<file path="config.mk">
export PLATFORM = sky130hd
export DESIGN_NAME = vdp1_cmd_sequencer
export DESIGN_NICKNAME = d
export VERILOG_FILES = /design/src/rtl/vdp1_cmd_sequencer_pkg.sv /design/src/rtl/vdp1_cmd_sequencer.sv
export SDC_FILE = /design/constraint.sdc
export NUM_CORES = 1
export LEC_CHECK = 0
export ABC_AREA = 1
export BUFFER_PORTS_ARGS = -buffer_cell sky130_fd_sc_hd__clkbuf_2
export CAP_MARGIN = 20
export CORE_UTILIZATION = 43
export CTS_BUF_LIST = sky130_fd_sc_hd__clkbuf_16
export DETAILED_ROUTE_END_ITERATION = 6
export GPL_TIMING_DRIVEN = 0
export PLACE_DENSITY_LB_ADDON = 0.1
export REMOVE_ABC_BUFFERS = 1
export SETUP_SLACK_MARGIN = 0.3
export SLEW_MARGIN = 20
export SYNTH_ARGS = -nofsm -noshare
export SYNTH_HDL_FRONTEND = slang
export SYNTH_SLANG_ARGS = --single-unit
export TNS_END_PERCENT = 5
</file>
<file path="constraint.sdc">
create_clock -name CLK -period 1.6 [get_ports CLK]
set_clock_uncertainty 0.05 [all_clocks]
set_input_delay 0.08 -clock CLK [delete_from_list [all_inputs] [get_ports CLK]]
set_output_delay 0.08 -clock CLK [all_outputs]
set_load 0.02 [all_outputs]
</file>
<file path="src/rtl/vdp1_cmd_sequencer_pkg.sv">
// Shared definitions for the VDP1 command-list sequencer.
//
// Holds the command-table container type, the jump-mode encodings found in
// CMDCTRL.JP, the sequencer state encoding and the helper that resolves
// where the list goes after a table has been handled.
//
// CMDCTRL layout used here: bit 15 = END, bits 14:12 = JP, bits 3:0 = COMM.
// CMDLINK holds the target byte address divided by 8.

package vdp1_cmd_sequencer_pkg;

    localparam int CMD_WORDS_DEF = 15;
    localparam int VRAM_AW_DEF   = 18;

    // Jump modes (JP[1:0]); JP[2] turns any of them into a skip variant
    localparam logic [1:0] JP_NEXT     = 2'b00;
    localparam logic [1:0] JP_ASSIGN   = 2'b01;
    localparam logic [1:0] JP_CALL     = 2'b10;
    localparam logic [1:0] JP_RETURN   = 2'b11;
    localparam int         JP_SKIP_BIT = 2;

    // Bit positions inside CMDCTRL
    localparam int CTRL_END_BIT = 15;
    localparam int CTRL_JP_LSB  = 12;

    // A full 32-byte command table; slot n sits at bits [16n+15:16n]
    typedef logic [15:0][15:0] CMDTBL_t;

    typedef enum logic [2:0] {
        ST_IDLE   = 3'd0,
        ST_F_CTRL = 3'd1,
        ST_F_LINK = 3'd2,
        ST_F_BODY = 3'd3,
        ST_ISSUE  = 3'd4,
        ST_NEXT   = 3'd5,
        ST_ENDED  = 3'd6
    } CmdSeqState_t;

    typedef struct packed {
        logic [13:0] idx;
        logic [13:0] ret;
        logic        retV;
    } CmdNext_t;

    // Resolves the next table index from the jump mode. Only one call level
    // exists: a nested call simply overwrites the saved return index, and a
    // return without a pending call falls through to the next table.
    function automatic CmdNext_t CmdNextIdx(
        input logic [13:0] cur,
        input logic [1:0]  jp,
        input logic [15:0] cmdLink,
        input logic [13:0] ret,
        input logic        retV
    );
        CmdNext_t r;
        r.idx  = cur + 14'd1;
        r.ret  = ret;
        r.retV = retV;
        case (jp)
            JP_ASSIGN: r.idx = cmdLink[15:2];
            JP_CALL: begin
                r.ret  = cur + 14'd1;
                r.retV = 1'b1;
                r.idx  = cmdLink[15:2];
            end
            JP_RETURN: begin
                if (retV) begin
                    r.idx  = ret;
                    r.retV = 1'b0;
                end
            end
            default: r.idx = cur + 14'd1;
        endcase
        return r;
    endfunction

endpackage

</file>
<file path="src/rtl/vdp1_cmd_sequencer.sv">
// VDP1 command-list sequencer.
//
// Walks the command list in VRAM one 32-byte table at a time, assembles the
// table and hands it to the draw engine, then resolves the list jump.
//
// Ports:
//   CLK, RST      clock and synchronous active-high reset
//   START         one-cycle plot trigger, restarts the list at byte 0
//   VRAM_A/RD     word address and read request towards the VRAM arbiter
//   VRAM_DI/RDY   read data and one-cycle completion strobe
//   CMD/CMD_VALID assembled table and its valid flag (word 0x1E reads as 0)
//   CMD_ACK       draw engine has consumed CMD
//   CEF           command end flag
//   LOPR/COPR     last completed / current command byte address >> 3
//   BUSY          list walk in progress

module vdp1_cmd_sequencer
    import vdp1_cmd_sequencer_pkg::*;
#(
    parameter int CMD_WORDS = CMD_WORDS_DEF,
    parameter int VRAM_AW   = VRAM_AW_DEF
) (
    input  logic               CLK,
    input  logic               RST,
    input  logic               START,
    output logic [VRAM_AW-1:0] VRAM_A,
    output logic               VRAM_RD,
    input  logic [15:0]        VRAM_DI,
    input  logic               VRAM_RDY,
    output CMDTBL_t            CMD,
    output logic               CMD_VALID,
    input  logic               CMD_ACK,
    output logic               CEF,
    output logic [15:0]        LOPR,
    output logic [15:0]        COPR,
    output logic               BUSY
);

    localparam logic [3:0] LAST_WORD = 4'(CMD_WORDS - 1);

    CmdSeqState_t state_q, state_d;
    logic [13:0]  cur_q, cur_d;
    logic [13:0]  ret_q, ret_d;
    logic         retV_q, retV_d;
    logic [3:0]   word_q, word_d;
    logic         rd_q, rd_d;
    logic         valid_q, valid_d;
    logic         cef_q, cef_d;
    logic [15:0]  lopr_q, lopr_d;
    logic [CMD_WORDS-1:0][15:0] tbl_q, tbl_d;

    logic [15:0]  copr;
    CmdNext_t     nextIdx;

    assign copr = {cur_q, 2'b00};

    // Next-state logic. START outranks everything except reset, including a
    // read completion landing in the same cycle, so an aborted word is never
    // stored. A read is requested one cycle after its word is selected, which
    // also guarantees an idle cycle between back-to-back reads.
    always_comb begin
        state_d = state_q;
        cur_d   = cur_q;
        ret_d   = ret_q;
        retV_d  = retV_q;
        word_d  = word_q;
        rd_d    = rd_q;
        valid_d = valid_q;
        cef_d   = cef_q;
        lopr_d  = lopr_q;
        tbl_d   = tbl_q;
        nextIdx = CmdNextIdx(cur_q, tbl_q[0][CTRL_JP_LSB +: 2], tbl_q[1], ret_q, retV_q);

        if (START) begin
            state_d = ST_F_CTRL;
            cur_d   = '0;
            retV_d  = 1'b0;
            word_d  = '0;
            rd_d    = 1'b0;
            valid_d = 1'b0;
            cef_d   = 1'b0;
        end else begin
            case (state_q)
                ST_F_CTRL, ST_F_LINK, ST_F_BODY: begin
                    if (!rd_q) begin
                        rd_d = 1'b1;
                    end else if (VRAM_RDY) begin
                        rd_d          = 1'b0;
                        tbl_d[word_q] = VRAM_DI;
                        word_d        = word_q + 4'd1;
                        if (state_q == ST_F_CTRL) begin
                            if (VRAM_DI[CTRL_END_BIT]) begin
                                cef_d   = 1'b1;
                                lopr_d  = copr;
                                state_d = ST_ENDED;
                            end else begin
                                state_d = ST_F_LINK;
                            end
                        end else if (state_q == ST_F_LINK) begin
                            if (tbl_q[0][CTRL_JP_LSB + JP_SKIP_BIT]) begin
                                state_d = ST_NEXT;
                            end else begin
                                state_d = ST_F_BODY;
                            end
                        end else if (word_q == LAST_WORD) begin
                            valid_d = 1'b1;
                            state_d = ST_ISSUE;
                        end
                    end
                end
                ST_ISSUE: begin
                    if (CMD_ACK) begin
                        valid_d = 1'b0;
                        state_d = ST_NEXT;
                    end
                end
                ST_NEXT: begin
                    lopr_d  = copr;
                    cur_d   = nextIdx.idx;
                    ret_d   = nextIdx.ret;
                    retV_d  = nextIdx.retV;
                    word_d  = '0;
                    state_d = ST_F_CTRL;
                end
                default: state_d = state_q;
            endcase
        end
    end

    // State and datapath registers; reset returns everything to idle zero
    always_ff @(posedge CLK) begin
        if (RST) begin
            state_q <= ST_IDLE;
            cur_q   <= '0;
            ret_q   <= '0;
            retV_q  <= 1'b0;
            word_q  <= '0;
            rd_q    <= 1'b0;
            valid_q <= 1'b0;
            cef_q   <= 1'b0;
            lopr_q  <= '0;
            tbl_q   <= '0;
        end else begin
            state_q <= state_d;
            cur_q   <= cur_d;
            ret_q   <= ret_d;
            retV_q  <= retV_d;
            word_q  <= word_d;
            rd_q    <= rd_d;
            valid_q <= valid_d;
            cef_q   <= cef_d;
            lopr_q  <= lopr_d;
            tbl_q   <= tbl_d;
        end
    end

    // Word 0x1E is never fetched, so the top slot of CMD is zero-filled
    always_comb begin
        VRAM_A    = VRAM_AW'({cur_q, word_q});
        VRAM_RD   = rd_q;
        CMD       = 256'(tbl_q);
        CMD_VALID = valid_q;
        CEF       = cef_q;
        LOPR      = lopr_q;
        COPR      = copr;
        BUSY      = (state_q != ST_IDLE) && (state_q != ST_ENDED);
    end

endmodule

</file>
==> impl_metrics.py <==
metrics = {
    "outcome": {
        "status": "finished with violations",
        "violations": "negative hold slack, negative setup slack",
    },
    "drt": {
        "drc": 0,
        "routed_wl_mm": 42.8,
        "drt-pass1-iter-count": 7,
        "vias": 11891,
        "avgRoutedWirePerCell_um": 19.1,
        "drt_first_iter_violations": 887,
        "ant_nets": 0,
        "routed_via_density": 5.31,
    },
    "pwr": {
        "ir_drop_uv": 667,
        "seqPwrFrac": 0.487,
        "power.internal_w": 0.0114,
        "power.switching_w": 0.00366,
        "p_per_area_nw_per_um2": 932,
        "p_leak_nw": 6.54,
        "share_comb_of_total_power": 0.067,
        "p_clk_frac": 0.446,
        "swShare": 0.244,
    },
    "layout": {
        "drive_above_1_share": 0.323,
        "final_area_um2": 16100,
        "diodes": 0,
        "finalNetCount": 1905,
        "syn_to_final_growth_pct": 37.1,
        "fillers": 2491,
    },
    "sta": {
        "whs_ns": -0.0624,
        "setup_ws_ns": -0.0849,
        "fin_crit_sh": 1.05,
        "period_minus_slack_ns": 1.68,
        "fmax_mhz": 594,
        "slew_viol_final": 0,
        "setup_viol": 201,
        "slew_headroom": 0.440,
        "worstMarginPinSlew_ns": 0.839,
        "rsz0062_at_grt": "true",
        "hold_violations": 53,
    },
    "synthesis": {
        "synth_top_cell_area_share": 0.499,
        "yosys-top-cells-count": "dfxtp_1 (293), nand2_1 (240), a21oi_1 (208), nor2_1 (164), o21ai_0 (163)",
        "yosysTopAreaCell": "dfxtp_1",
        "synth.most_common_cell": "dfxtp_1",
        "synth_flop_cell": "dfxtp_1",
        "synthArstFlopShare": 0,
        "synth_cell_types": 35,
        "syn_avg_cell_area_um2": 7.64,
        "synth_seq_cells": 293,
        "synth_cells": 1538,
        "ys_top_cells_by_area": "dfxtp_1 (50%), a21oi_1 (8.9%), nand2_1 (7.7%)",
        "yosysSeqAreaShare": 0.499,
        "synth-edff-count": 0,
        "yosysWarnings": 0,
        "synth_area_um2": 11700,
    },
    "job": {
        "cap_violations": 0,
    },
    "clock_network": {
        "cts_sinks": 293,
        "cts_root_buf": "clkbuf_16",
        "holdBufCountCts": 4,
        "cts_made_buffers": 31,
        "worst_skew_pair.late_latency_ns": 0.56,
        "clk_pin_slew_ns": 0.06,
        "ctsHtreeMaxLevel": 1,
        "cts_tree": "built",
        "clock_path_buffers": 3,
    },
    "floorplan": {
        "die-area_um2": 28000,
        "rows": 60,
        "core_um2": 26900,
        "pin_count": 331,
        "dieWidth_um": 167,
        "floorplan.initialDensity": 0.437,
        "chipHeight_um": 167,
    },
    "critical_path": {
        "critPathCaptureType": "flop",
        "cp_cell_sequence": "inv_4 > o21ai_4 > nor2_8 > nand2_8 > inv_16 > buf_6 > nand3_4 > nand2_1 > a21oi_1",
        "slowest_delay_ns": 0.36,
        "crit_family": "simple AND/OR/NAND/NOR gates",
        "critical_path_class": "flop to flop",
        "worstPathArrival_ns": 2.06,
        "path_max_fanout": 8,
        "critPathSlowestCell": "dfxtp_4",
        "start_kind": "flop",
        "crit_required_ns": 1.97,
        "crit_buf_inv": 3,
    },
    "placement": {
        "pre_cts_slack_ns": -1.59,
        "routabilityCongestion": 0.862,
        "place_area_um2": 13100,
        "dp_hpwl_mm": 23.8,
        "port_buffers": 310,
    },
    "worst_hold_path": {
        "worstHoldPathType": "input pin to flop",
    },
    "grt": {
        "grt_first_pass_wirelength_mm": 63.7,
        "grt-ovfl-total": 0,
        "antenna_found_initial": 0,
        "grt_usage": 0.293,
        "grt_start_max_net_pins": 89,
        "grt_pass1_vias": 10913,
    },
}
## power groups by stage
stage / logic [W] / registers (W) / clock network (W)
finish: 0.00100 / 0.00732 / 0.00670
global route: 0.00107 / 0.00732 / 0.00708
CTS: 0.000873 / 0.00734 / 0.00678
detailed placement: 0.000735 / 0.00750 / 0
global placement: 0.000729 / 0.00750 / 0
floorplan: 0.000349 / 0.00751 / 0
## sequential cells by signal, summed over array words and instances, names as in the netlist
register	count
CMD_VALID	1
state_q	3
LOPR	14
retV_q	1
cur_q	14
VRAM_RD	1
word_q	4
ret_q	14
CEF	1
CMD	240
## cells in the final DEF, fill, tap and decap left out, types with 5 or more instances in the layout
master | Yosys | layout
ha_4 | 0 | 7
inv_1 | 107 | 104
inv_4 | 1 | 6
o21ai_1 | 3 | 78
buf_6 | 9 | 21
clkinv_1 | 2 | 8
buf_12 | 0 | 11
buf_2 | 14 | 5
nor2_1 | 164 | 150
clkbuf_16 | 0 | 31
nand2_8 | 0 | 7
nand2_4 | 0 | 7
nand2_2 | 1 | 25
nand2_1 | 240 | 203
nand4_1 | 56 | 56
clkbuf_2 | 0 | 291
a21oi_2 | 0 | 11
dfxtp_4 | 0 | 19
nor2_2 | 1 | 5
nand3_4 | 0 | 16
inv_2 | 6 | 5
dfxtp_1 | 293 | 267
conb_1 | 1 | 20
o21ai_0 | 163 | 78
nor2_4 | 0 | 12
o21ai_2 | 0 | 10
nand3_1 | 110 | 103
buf_4 | 39 | 71
nand3_2 | 6 | 5
a21oi_1 | 208 | 196
inv_8 | 0 | 5
dfxtp_2 | 0 | 7
## per-layer routing
layer  vias up  GRT usage  wire (um)
li1       5762          -          -
met1      5589      0.372      18000
met2       447      0.490      20200
met3        93     0.0678       3190
met4         0     0.0941       1440
met5         -          0          0
## through the flow
step | power [W] | setup TNS, ns | utilization | std cells
final | 0.0150 | -6.44 | 0.599 | 2238
after global placement | 0.00823 | -851.37 | 0.484 | 2062
after global routing | 0.0155 | -21.65 | 0.599 | 2238
after CTS | 0.0150 | -10.60 | 0.571 | 2193
after detailed placement | 0.00824 | -293.36 | 0.489 | 2068
after floorplan | 0.00786 | -181.11 | - | 1411
## worst reg2reg max path: cells and delay by family, from the launching register on
family	cells	cell delay, ns
buffers and inverters	3	0.38
AO/OA/AOI/OAI	2	0.15
flip-flops	1	0.36
AND/OR/NAND/NOR	4	0.60
## layout make-up
class                   instances  area (um^2)  share of cell area
multi-input cells            1013         5510               0.342
inverters                     116          536              0.0332
flip-flops and latches        293         5950               0.369
clock buffers                  31          776              0.0482
repair buffers                413         2670               0.166
repair inverters                8          109             0.00676
clock inverters                23          143             0.00885
well taps                     341          427              0.0265
## path summary, 6_finish.rpt
kind / start / depth (start not counted) / endpoint / slack (ns)
hold / removal: RST / 2 / CMD[194] / -0.06
setup / recovery: state_q[2] / 9 / CMD[210] / -0.08
setup reg to reg: state_q[2] / 9 / CMD[210] / -0.08
hold reg to reg: CMD[61] / 2 / CMD[61] / 0.39
## timing repair
action | CTS | global route
setup buffers | 49 | 42
hold endpoints to repair | 63 | 49
endpoints found under the setup margin | 329 | 323
gates cloned | 18 | 3
pin swaps | 27 | 54
gates resized for setup | 195 | 190
## kinds of logic after synthesis
family | after synthesis | share of synthesized area
adder cells (fa/ha/maj) | 8 | 0.00852
buffers and inverters | 262 | 0.105
AO/OA/AOI/OAI | 387 | 0.169
XOR/XNOR | 4 | 0.00298
other | 1 | 0.000319
AND/OR/NAND/NOR | 583 | 0.216
flip-flops | 293 | 0.499
No activity file was read; power rests on OpenSTA's default activity.
